## src/rtl/dm_arbiter.sv

```systemverilog
// dm_arbiter: two-requester arbiter in front of a single-port data memory.
//
// Each requester holds req until served; a granted cycle with req high is one
// memory beat (read or write). lockN keeps the grant for up to MAX_LOCK
// consecutive beats, after which the grant is forced to the other requester
// if it is waiting.
//
// Build option: define DM_ARB_RR_EN for round-robin contention resolution;
// without it requester 0 wins every tie (fixed priority).
//
// Ports:
//   clk, rst              clock, synchronous active-high reset
//   reqN, weN, lockN      request, write(1)/read(0), hold grant after beat
//   addrN, wdataN         beat address and write data
//   gntN                  registered grant (one-hot or zero)
//   rvalidN, rdataN       read data valid pulse and registered read data
//   MemRead, MemWrite     memory strobes (combinational from grant and req)
//   address, WriteData    memory address and write data (zero when idle)
//   ReadData              combinational read data from the memory
module dm_arbiter #(
  parameter int unsigned MAX_LOCK = 16
) (
  input  logic        clk,
  input  logic        rst,
  input  logic        req0,
  input  logic        req1,
  input  logic        we0,
  input  logic        we1,
  input  logic        lock0,
  input  logic        lock1,
  input  logic [31:0] addr0,
  input  logic [31:0] addr1,
  input  logic [31:0] wdata0,
  input  logic [31:0] wdata1,
  output logic        gnt0,
  output logic        gnt1,
  output logic        rvalid0,
  output logic        rvalid1,
  output logic [31:0] rdata0,
  output logic [31:0] rdata1,
  output logic        MemRead,
  output logic        MemWrite,
  output logic [31:0] address,
  output logic [31:0] WriteData,
  input  logic [31:0] ReadData
);

  localparam int unsigned CW = $clog2(MAX_LOCK);
  localparam logic [CW-1:0] LOCK_LAST = CW'(MAX_LOCK - 1);

  typedef enum logic [1:0] {
    IDLE = 2'd0,
    OWN0 = 2'd1,
    OWN1 = 2'd2
  } state_e;

  state_e          state_q, state_d;
  logic [CW-1:0]   lock_cnt_q, lock_cnt_d;
  logic            gnt0_q, gnt1_q;
  logic            rvalid0_q, rvalid1_q;
  logic [31:0]     rdata0_q, rdata1_q;
`ifdef DM_ARB_RR_EN
  logic            last_owner_q, last_owner_d;
`endif

  logic beat0, beat1;
  logic rd0, rd1;
  logic locked_beat;
  logic hold;
  logic expired;
  logic tie_pick1;
  logic pick1;

  // Beats and memory-side strobes
  always_comb begin
    beat0 = gnt0_q & req0;
    beat1 = gnt1_q & req1;
    rd0   = beat0 & ~we0;
    rd1   = beat1 & ~we1;

    MemRead   = rd0 | rd1;
    MemWrite  = (beat0 & we0) | (beat1 & we1);
    address   = '0;
    WriteData = '0;
    if (beat0) begin
      address   = addr0;
      WriteData = wdata0;
    end else if (beat1) begin
      address   = addr1;
      WriteData = wdata1;
    end
  end

  // Arbitration and next state
  always_comb begin
    locked_beat = ((state_q == OWN0) & beat0 & lock0) |
                  ((state_q == OWN1) & beat1 & lock1);
    hold        = locked_beat & (lock_cnt_q < LOCK_LAST);
    expired     = locked_beat & (lock_cnt_q == LOCK_LAST);

    // A tenure that ran out of lock beats always yields to the other side;
    // otherwise ties follow the build's policy. In the round-robin build
    // last_owner is the current owner while in OWNx, so the other requester
    // wins a tie on release.
`ifdef DM_ARB_RR_EN
    tie_pick1 = expired ? (state_q == OWN0) : ~last_owner_q;
`else
    tie_pick1 = expired ? (state_q == OWN0) : 1'b0;
`endif
    pick1 = (req0 & req1) ? tie_pick1 : req1;

    state_d    = state_q;
    lock_cnt_d = lock_cnt_q;
`ifdef DM_ARB_RR_EN
    last_owner_d = last_owner_q;
`endif
    if (hold) begin
      lock_cnt_d = lock_cnt_q + CW'(1);
    end else if (req0 | req1) begin
      state_d    = pick1 ? OWN1 : OWN0;
      lock_cnt_d = '0;
`ifdef DM_ARB_RR_EN
      last_owner_d = pick1;
`endif
    end else begin
      state_d    = IDLE;
      lock_cnt_d = '0;
    end
  end

  always_ff @(posedge clk) begin
    if (rst) begin
      state_q    <= IDLE;
      lock_cnt_q <= '0;
      gnt0_q     <= 1'b0;
      gnt1_q     <= 1'b0;
      rvalid0_q  <= 1'b0;
      rvalid1_q  <= 1'b0;
      rdata0_q   <= '0;
      rdata1_q   <= '0;
`ifdef DM_ARB_RR_EN
      last_owner_q <= 1'b1;
`endif
    end else begin
      state_q    <= state_d;
      lock_cnt_q <= lock_cnt_d;
      gnt0_q     <= (state_d == OWN0);
      gnt1_q     <= (state_d == OWN1);
      rvalid0_q  <= rd0;
      rvalid1_q  <= rd1;
      if (rd0) rdata0_q <= ReadData;
      if (rd1) rdata1_q <= ReadData;
`ifdef DM_ARB_RR_EN
      last_owner_q <= last_owner_d;
`endif
    end
  end

  assign gnt0    = gnt0_q;
  assign gnt1    = gnt1_q;
  assign rvalid0 = rvalid0_q;
  assign rvalid1 = rvalid1_q;
  assign rdata0  = rdata0_q;
  assign rdata1  = rdata1_q;

endmodule

```

## config.mk

```make
export PLATFORM = sky130hd
export DESIGN_NAME = dm_arbiter
export DESIGN_NICKNAME = d
export VERILOG_FILES = /design/src/rtl/dm_arbiter.sv
export SDC_FILE = /design/constraint.sdc
export NUM_CORES = 1
export LEC_CHECK = 0
export BUFFER_PORTS_ARGS = -buffer_cell sky130_fd_sc_hd__buf_2
export CAP_MARGIN = 10
export CORE_AREA = 5 5 115 117
export DETAILED_ROUTE_END_ITERATION = 8
export DIE_AREA = 0 0 120 122
export GPL_TIMING_DRIVEN = 0
export MAX_ROUTING_LAYER = met4
export PLACE_DENSITY = 0.66
export SYNTH_ARGS = -nofsm -noshare
export SYNTH_HDL_FRONTEND = slang
export SYNTH_SLANG_ARGS = --single-unit
export TNS_END_PERCENT = 20
```

## constraint.sdc

```tcl
create_clock -name clk -period 3.93 [get_ports clk]
set_clock_uncertainty 0.15 [all_clocks]
set_input_delay 0.1965 -clock clk [delete_from_list [all_inputs] [get_ports clk]]
set_output_delay 0.1965 -clock clk [all_outputs]
set_load 0.03 [all_outputs]
```

==> flow_metrics.tcl <==
set metrics [dict create \
    max_slew_margin_pct 48.0 \
    hold_buffers 32 \
    worstPathMaxFanout 10 \
    register_area_um2 1480 \
    power.share.clock_pct 45.6 \
    synth_top_cell_by_area "dfxtp_1" \
    setup_viol 0 \
    synth-seq-cells 74 \
    ys.flop_type "dfxtp_1" \
    slowest_stage "dfxtp_1" \
    place_ws_ps 2200 \
    core_area_um2 12300 \
    cap_violations 0 \
    ir_drop_uv 318 \
    path_class "flip-flop to primary output" \
    grt_pass1_vias 4444 \
    routedWlPerCell_um 18.2 \
    cts_made_buffers 9 \
    r2r-start "gnt1" \
    synth_top_cell_area_share_pct 39.7 \
    io-pin-count 302 \
    hold_depth 4 \
    swShare_pct 25.3 \
    seqPwrFrac_pct 36.6 \
    worst_slack_ps 1840 \
    critPathMaxStageDelay_ps 330 \
    r2r_setup_slack_ps 2400 \
    combPwrFrac_pct 17.8 \
    die_h_um 122 \
    clk_latency_ps 330 \
    cts_tree "built" \
    gr-total-overflow 0 \
    drive_above_1_share_pct 60.9 \
    synthTopCellsByCount "dfxtp_1 (74), nand2_1 (74), a22o_1 (64), nand2_2 (58), a21oi_2 (48)" \
    place_hpwl_mm 13.2 \
    cts_resized 0 \
    routed_wl_mm 16.5 \
    critPathLaunch "gnt0" \
    slew_viol_final 0 \
    fin_crit_ps 2090 \
    p_int_w 0.00158 \
    syn_area_per_cell_um2 9.25 \
    start_util_pct 30.5 \
    grt_pass1_wl_mm 24.1 \
    synthAdderAreaFrac_pct 0.335 \
    clock_path_buffers 2 \
    synth_top_family_by_area "compound AO/OA/AOI/OAI gates" \
    drc 0 \
    tightestPinTransition_ps 780 \
    vias_per_cell 4.85 \
    post-route-period-util_pct 53.1 \
    grt_setup_unrepaired "false" \
    clk_pin_slew_worst_paths_ps 50 \
    multi_input_area_um2 1950 \
    ys_warn_count 0 \
    num_rows 41 \
    via_count 4417 \
    synthArstFlopShare_pct 0 \
    netlist_instances 404 \
    synth_edf_count 0 \
    powerDensity_nw_per_um2 346 \
    p_leak_nw 2.97 \
    synth_area_leaders "dfxtp_1 (40%), a22o_1 (15%), a21oi_2 (11%)" \
    crit_path_start_kind "flip-flop" \
    antenna_found_initial 8 \
    die_area_um2 14600 \
    final.setup.tns_ps 0 \
    ys_seq_area_share_pct 39.7 \
    syn-num-nets 573 \
    ant_nets 0 \
    globalplace.congestion 0.944 \
    outcome "completed" \
    cts_max_level 3 \
    nets 916 \
    p_sw_w 0.000536 \
    max_freq_mhz 479 \
    synth_xor_area_share_pct 0.469 \
    drt_iter0_drc 189 \
    clock-sinks 74 \
    critPathRequiredTime_ps 3580 \
    crit_arrival_ps 1740 \
    worstSetupEndpointType "primary output" \
    first_pass_iters 4 \
    grt.total_usage_pct 21.7 \
    synth_compound_area_share_pct 29.3 \
    netlist_area_um2 3740 \
    synth-simple-area-share_pct 21.0 \
    fp.dieW_um 120 \
    crit_path_end "address[10]" \
    rr_endpoint "rdata1[10]" \
    synth_mux_area_share_pct 1.14 \
    grt_max_degree 13 \
    hold_path_class "input pin to flip-flop" \
    ys_types 33 \
    cts_root_buf "clkbuf_16" \
    syn_to_final_growth_pct 63.9 \
    hold_viol 0 \
    io_buffer_count 300 \
    n_fill_cell 1196 \
    reg2reg_depth 5 \
    post_cts_buffers 0 \
    cp_cell_sequence "and2_4 > buf_6 > nor2_8 > buf_4 > a22o_1 > buf_2" \
]
==> power groups by stage <==
stage | combinational (W) | sequential (W) | clock, W
floorplan | 0.000166 | 0.000815 | 0
global placement | 0.000348 | 0.000790 | 0
detailed placement | 0.000350 | 0.000791 | 0
CTS | 0.000377 | 0.000774 | 0.000981
global route | 0.000400 | 0.000776 | 0.00101
finish | 0.000376 | 0.000774 | 0.000965
==> cells in the final DEF (no fill, tap or decap), types with 2 or more instances in the layout <==
cell type	n
clkbuf_16	9
nor2_2	3
buf_4	8
nor2_1	5
buf_2	307
buf_6	13
clkbuf_1	6
inv_1	2
a21oi_2	48
diode_2	9
dfxtp_1	74
a21oi_1	16
nand3_1	2
a22o_1	64
xor2_1	2
mux2i_1	2
dlygate4sd3_1	32
buf_8	2
bufinv_16	3
nand3b_1	3
nand2_1	74
mux2_1	2
nand2_2	58
clkbuf_8	2
==> per-layer routing <==
| metal | up-vias | track usage, % | routed length [µm] |
|---|---|---|---|
| met4 | 0 | 8.52 | 425 |
| met5 | - | - | 0 |
| met2 | 235 | 37.5 | 8460 |
| li1 | 2099 | - | - |
| met1 | 2046 | 23.7 | 6310 |
| met3 | 37 | 5.85 | 1350 |
==> critical path, delay by kind of cell (launching register included) <==
kind                   cells  cell delay [ps]
AND/OR/NAND/NOR            2              340
AO/OA/AOI/OAI              1              190
buffers and inverters      3              550
flip-flops                 1              330
==> layout make-up <==
| cell class | count | area share (%) |
|---|---|---|
| clock inverters | 4 | 1.59 |
| diodes | 9 | 0.368 |
| flip-flops and latches | 74 | 24.2 |
| well taps | 150 | 3.07 |
| plain buffers | 36 | 4.80 |
| multi-input cells | 292 | 31.9 |
| repair buffers | 332 | 29.8 |
| inverters | 2 | 0.123 |
| clock buffers | 12 | 4.19 |
==> worst min path at each step <==
stage | slack, ps | to | from
2_1_floorplan | 180 | rdata1[14] | ReadData[14]
3_3_place_gp | 280 | lock_cnt_q[0] | lock_cnt_q[0]
3_5_place_dp | 300 | lock_cnt_q[0] | lock_cnt_q[0]
4_1_cts | 70 | rdata1[14] | we1
5_1_grt | 90 | rdata0[0] | we0
6_report | 70 | rdata1[14] | we1
==> per-stage QoR <==
stage	hold slack, ps	cell area [µm²]	total power [W]	util (%)	cells
2_1_floorplan	182	3740	0.000981	-	404
3_3_place_gp	279	5430	0.00114	44.2	854
3_5_place_dp	295	5430	0.00114	44.2	854
4_1_cts	69.7	6100	0.00213	49.8	902
5_1_grt	86.2	6120	0.00218	49.9	910
6_report	74.9	6120	0.00212	49.9	911
==> sequential cells by signal (all words and copies together) (netlist names) <==
signal / flops
rvalid0: 1
rdata1: 32
state_q: 2
rdata0: 32
gnt0: 1
lock_cnt_q: 4
gnt1: 1
rvalid1: 1
==> cells by family after synthesis <==
family | after synthesis
and+or+nand+nor | 153
DFF | 74
xor gates and xnor gates | 2
buffers and inverters | 38
muxes | 4
adders and majority gates | 1
AOI/OAI and AO/OA | 132
Note: power is estimated with default switching activity, not from simulation.
